--- config.mk ---
export PLATFORM = sky130hd
export DESIGN_NAME = uart_transmitter
export DESIGN_NICKNAME = d
export VERILOG_FILES = /design/src/rtl/uart_pkg.sv /design/src/rtl/sync_fifo.sv /design/src/rtl/uart_transmitter.sv
export SDC_FILE = /design/constraint.sdc
export NUM_CORES = 1
export LEC_CHECK = 0
export CAP_MARGIN = 20
export CORE_MARGIN = 3
export CORE_UTILIZATION = 42
export DETAILED_ROUTE_END_ITERATION = 7
export GPL_TIMING_DRIVEN = 1
export HOLD_SLACK_MARGIN = 0.15
export SLEW_MARGIN = 20
export SYNTH_ARGS = -nofsm -noshare
export SYNTH_HDL_FRONTEND = slang
export SYNTH_SLANG_ARGS = --single-unit
--- constraint.sdc ---
create_clock -name clk -period 1.7 [get_ports clk]
set_input_delay 0.34 -clock clk [delete_from_list [all_inputs] [get_ports clk]]
set_output_delay 0.34 -clock clk [all_outputs]
set_load 0.05 [all_outputs]
--- src/rtl/uart_pkg.sv ---
// Shared UART definitions: default line timing, command bytes understood by the
// receiver, and the transmitter state encoding.
package uart_pkg;

    localparam int CLK_FREQ_HZ  = 25_000_000;
    localparam int BAUD_RATE    = 115_200;
    localparam int CLKS_PER_BIT = CLK_FREQ_HZ / BAUD_RATE;

    localparam logic [7:0] CMD_TRIANGLE = 8'h54;  // 'T'
    localparam logic [7:0] CMD_SAWTOOTH = 8'h53;  // 'S'

    typedef enum logic [1:0] {
        IDLE,
        START,
        DATA,
        STOP
    } tx_state_t;

endpackage

--- src/rtl/sync_fifo.sv ---
// Small synchronous FIFO with a look-ahead head (dout shows the oldest entry
// without popping). Pointers carry one extra wrap bit to tell full from empty.
module sync_fifo #(
    parameter int WIDTH = 8,
    parameter int DEPTH = 4
) (
    input  logic             clk,
    input  logic             rst_n,
    input  logic             push,
    input  logic             pop,
    input  logic [WIDTH-1:0] din,
    output logic [WIDTH-1:0] dout,
    output logic             full,
    output logic             empty
);

    localparam int AW = $clog2(DEPTH);

    logic [WIDTH-1:0] mem [DEPTH];
    logic [AW:0]      wr_ptr;
    logic [AW:0]      rd_ptr;
    logic             do_push;
    logic             do_pop;

    assign do_push = push && !full;
    assign do_pop  = pop && !empty;

    always_ff @(posedge clk or negedge rst_n) begin
        if (!rst_n) begin
            wr_ptr <= '0;
            rd_ptr <= '0;
        end else begin
            if (do_push) wr_ptr <= wr_ptr + 1'b1;
            if (do_pop)  rd_ptr <= rd_ptr + 1'b1;
        end
    end

    // Storage needs no reset: the pointers alone define which entries are live.
    always_ff @(posedge clk) begin
        if (do_push) mem[wr_ptr[AW-1:0]] <= din;
    end

    assign dout  = mem[rd_ptr[AW-1:0]];
    assign empty = (wr_ptr == rd_ptr);
    assign full  = (wr_ptr[AW] != rd_ptr[AW]) && (wr_ptr[AW-1:0] == rd_ptr[AW-1:0]);

endmodule

--- src/rtl/uart_transmitter.sv ---
// 8N1 UART transmitter with a small input FIFO. Frames are sent back to back
// with no idle gap while bytes remain queued; tx is driven straight from a flop.
module uart_transmitter
    import uart_pkg::*;
#(
    parameter int CLK_FREQ     = CLK_FREQ_HZ,
    parameter int BAUD         = BAUD_RATE,
    parameter int CLKS_PER_BIT = CLK_FREQ / BAUD,
    parameter int FIFO_DEPTH   = 4
) (
    input  logic       clk,
    input  logic       rst_n,
    input  logic [7:0] tx_data,
    input  logic       tx_valid,
    output logic       tx_ready,
    output logic       tx,
    output logic       tx_busy
);

    localparam int BW = $clog2(CLKS_PER_BIT);
    localparam logic [BW-1:0] BAUD_LAST = BW'(CLKS_PER_BIT - 1);

    tx_state_t     state_q, state_d;
    logic [BW-1:0] baud_q, baud_d;
    logic [2:0]    bit_idx_q, bit_idx_d;
    logic [7:0]    shift_q, shift_d;
    logic          tx_d;
    logic          bit_end;

    logic          fifo_push;
    logic          fifo_pop;
    logic [7:0]    fifo_head;
    logic          fifo_full;
    logic          fifo_empty;

    assign fifo_push = tx_valid && tx_ready;
    assign tx_ready  = !fifo_full;
    assign tx_busy   = (state_q != IDLE) || !fifo_empty;
    assign bit_end   = (baud_q == BAUD_LAST);

    sync_fifo #(
        .WIDTH (8),
        .DEPTH (FIFO_DEPTH)
    ) u_fifo (
        .clk   (clk),
        .rst_n (rst_n),
        .push  (fifo_push),
        .pop   (fifo_pop),
        .din   (tx_data),
        .dout  (fifo_head),
        .full  (fifo_full),
        .empty (fifo_empty)
    );

    always_ff @(posedge clk or negedge rst_n) begin
        if (!rst_n) begin
            state_q   <= IDLE;
            baud_q    <= '0;
            bit_idx_q <= '0;
            shift_q   <= '0;
            tx        <= 1'b1;
        end else begin
            state_q   <= state_d;
            baud_q    <= baud_d;
            bit_idx_q <= bit_idx_d;
            shift_q   <= shift_d;
            tx        <= tx_d;
        end
    end

    // tx_d is the line level for the cycle after this edge, so every state
    // transition also decides the first level of the bit it enters.
    always_comb begin
        state_d   = state_q;
        baud_d    = baud_q;
        bit_idx_d = bit_idx_q;
        shift_d   = shift_q;
        tx_d      = tx;
        fifo_pop  = 1'b0;

        unique case (state_q)
            IDLE: begin
                tx_d   = 1'b1;
                baud_d = '0;
                if (!fifo_empty) begin
                    fifo_pop = 1'b1;
                    shift_d  = fifo_head;
                    state_d  = START;
                    tx_d     = 1'b0;
                end
            end
            START: begin
                if (bit_end) begin
                    baud_d    = '0;
                    bit_idx_d = '0;
                    state_d   = DATA;
                    tx_d      = shift_q[0];
                end else begin
                    baud_d = baud_q + BW'(1);
                end
            end
            DATA: begin
                if (bit_end) begin
                    baud_d = '0;
                    if (bit_idx_q == 3'd7) begin
                        state_d = STOP;
                        tx_d    = 1'b1;
                    end else begin
                        bit_idx_d = bit_idx_q + 3'd1;
                        shift_d   = {1'b0, shift_q[7:1]};
                        tx_d      = shift_q[1];
                    end
                end else begin
                    baud_d = baud_q + BW'(1);
                end
            end
            STOP: begin
                if (bit_end) begin
                    baud_d = '0;
                    if (!fifo_empty) begin
                        fifo_pop = 1'b1;
                        shift_d  = fifo_head;
                        state_d  = START;
                        tx_d     = 1'b0;
                    end else begin
                        state_d = IDLE;
                        tx_d    = 1'b1;
                    end
                end else begin
                    baud_d = baud_q + BW'(1);
                end
            end
            default: begin
                state_d = IDLE;
                tx_d    = 1'b1;
            end
        endcase
    end

endmodule

==> qor.yml <==
logic_synthesis:
  yosys.area.top_type_share: 0.334
  ys_async_sr_fraction: 0.467
  yosys_warnings: 0
  post_synth_inst_count: 187
  postSynthRegisterBits: 60
  yosys-top-cells-count: "32 x edfxtp_1, 27 x dfrtp_1, 15 x ha_1"
  post-synth-top-count-cell: "edfxtp_1"
  syn_area_sq_um: 2870
  synth_cell_types: 40
  mean_instance_size_in_the_synthesized_netlist_sq_um: 15.4
  synth_largest_area_cell: "edfxtp_1"
  synth-main-ff-cell: "edfxtp_1"
  synth_top_area_cells: "edfxtp_1 33%, dfrtp_1 24%, ha_1 6.5%"
  synthesis.nets: 213
  synth_enable_flop_cells: 32
  seq_area_frac_synth: 0.579
global_route:
  grt_pass1_vias: 1899
  global_route_wire_length_before_repair_microns: 9120
  met1_routing_resource_usage_after_global_routing: 0.174
  met3_usage: 0.0531
  global_route.peak_usage_layer: "met2"
  grt_overflow_total: 0
  grt_start_max_net_pins: 29
  grt_util_all_layers: 0.160
  initial_antenna_violation_count: 0
  grt_util_met2: 0.283
sta:
  setup-tns-final_ps: -969
  min_period_over_period: 1.06
  finalSetupViolations: 13
  finalHoldViolCount: 0
  worst_slack_ps: -110
  worstMarginPinSlew_ps: 376
  grt_setup_unrepaired: "true"
  fmax_ghz: 0.552
  hold_slack_ps: 382
  final_period_minus_worst_setup_slack_ps: 1810
  timing.slew.headroom: 0.749
  final-max-slew-violation-count: 0
  clock_skew_ps: 10.1
outcome:
  failed_checks: "setup timing"
  outcome: "finished, violations left"
pwr:
  max-vdd-ir-drop_uv: 1090
  static-leakage-power_nw: 1.59
  power.density_cell_area_nw_per_um2: 1990
  finalPower_w: 0.00769
finish:
  postLayoutCoreUtil: 0.594
  final.fill_count: 510
  fin_nets: 275
  share_of_post_route_cells_with_drive_strength_above_1: 0.508
  stdcell_count: 331
  area_growth_syn_to_layout_pct: 34.2
  antenna-diode-count: 0
die:
  initial_core_util: 0.442
  placement_rows: 29
  floorplan.core_area_sq_um: 6490
  die_area_sq_um: 7870
  io_pins: 14
  die_width_microns: 88.7
  dieHeight_microns: 88.7
clock_tree:
  clk-insertion-delay-late_ps: 340
  cts_buffers: 9
  tritoncts: "built"
  cts.path.max_buffers: 2
  cts.reportedPaths.clkPinSlew_ps: 80
  cts.sink_count: 60
  cts.root.buffer_cell: "clkbuf_8"
  htree_depth: 3
critical_path:
  worstSetupStartpoint: "u_fifo.rd_ptr[0]"
  cp.required_ps: 1360
  worstSetupPathType: "reg2out"
  regToRegStartpoint: "u_fifo.rd_ptr[0]"
  path_common_cell: "buf_6"
  startpoint_type: "flip-flop"
  cp_cell_sequence: "buf_12 -> xnor2_4 -> buf_6 -> nand4_1 -> buf_6"
  arrival_time_reported_for_the_critical_path_endpoint_ps: 1470
  crit_path_max_incr_delay_ps: 400
  end_kind: "primary output"
  crit_slowest_cell: "dfrtp_1"
  critPathMaxFanout: 4
min_path:
  min_path_type: "in2async"
route:
  drc_errors: 0
  detail_route.wl_per_cell_microns: 16.5
  drtAntennaViolNets: 0
  drt_pass_1_iters: 4
  drt-initial-drc-count: 50
  post_drt_via_cell_ratio: 5.17
  vias: 1710
  postRouteWirelength_microns: 5470
placement:
  place.gp.congestion: 0.811
  port_buffers: 13
  number_of_placed_instances_with_taps_included: 304
  dp_hpwl_microns: 3680
flow_run:
  maxCapViolations: 0
-- power breakdown --
group	total [W]	internal [W]	leakage [nW]	switching, W
logic	0.00422	0.00249	0.869	0.00173
registers	0.00233	0.00203	0.634	0.000303
clock network	0.00113	0.000532	0.0830	0.000602
-- kinds of logic after synthesis --
family,share of synthesized area
buffers and inverters,0.0266
multiplexers,0.148
flip-flops,0.579
XOR/XNOR,0.0557
adder cells (fa/ha/maj),0.0653
AND/OR/NAND/NOR,0.0784
AO/OA/AOI/OAI,0.0475
-- critical path, delay by kind of cell (launching register included) --
family | cells | cell delay, ps
xor+xnor | 1 | 130
buf+inv | 3 | 460
flops | 1 | 400
simple gates | 1 | 130
-- what timing repair did --
action	in CTS	in global routing
setup endpoints to repair	24	49
resized for setup	23	23
hold buffers	0	0
buffers inserted	6	7
pin swaps	3	9
-- per-layer routing --
layer	up-vias	wire length, microns
li1	814	-
met3	7	196
met1	862	2270
met5	-	0
met2	27	2930
met4	0	68
-- stage by stage --
| stage | cell area [sq um] | worst slack [ps] |
|---|---|---|
| floorplan | 2880 | -288 |
| global route | 3860 | -225 |
| global placement | 3390 | -35.0 |
| finish | 3860 | -110 |
| CTS | 3720 | -134 |
| detailed placement | 3390 | -84.8 |
-- final timing paths --
path,to,slack [ps],cells after the start
worst max-delay path,tx_busy,-110,5
min in group clk,bit_idx_q[1],510,1
worst min-delay path,baud_q[5],380,2
max in group asynchronous,tx,1010,2
worst max register to register,shift_q[7],-90,7
worst min register to register,bit_idx_q[1],510,1
-- sequential cells by signal, summed over array words and instances, names as in the netlist --
signal and cells:
shift_q 8, state_q 2, baud_q 8, u_fifo.rd_ptr 3
u_fifo.wr_ptr 3, tx 1, bit_idx_q 3, u_fifo.mem 32
-- placed cells by master, fill, tap and decap left out, drive strengths merged, types with 2 or more instances in the layout --
cell / netlist / final
edfxtp: 32 / 32
a31oi: 4 / 4
a21bo: 2 / 2
clkdlybuf4s50: 0 / 10
inv: 8 / 8
mux4: 8 / 8
xor2: 8 / 8
buf: 4 / 47
clkinvlp: 0 / 2
clkbuf: 2 / 9
nand2: 3 / 3
nand4: 3 / 3
clkinv: 0 / 5
xnor2: 6 / 6
and3: 2 / 2
nand3: 7 / 7
or2: 2 / 2
ha: 15 / 15
o21ai: 4 / 4
nor2: 10 / 10
mux2: 19 / 19
nor2b: 4 / 4
and2: 4 / 4
dfrtp: 27 / 27
-- area by class of cell --
| class | instances | area [sq um] | share of cell area |
|---|---|---|---|
| timing repair buffer | 57 | 572 | 0.148 |
| multi-input combinational | 113 | 1310 | 0.340 |
| sequential | 60 | 1670 | 0.433 |
| inverter | 8 | 30.0 | 0.00779 |
| tap | 77 | 96.3 | 0.0250 |
| clock buffer | 9 | 124 | 0.0321 |
| clock inverter | 7 | 53.8 | 0.0140 |
Power figures use the tool's default switching activity.
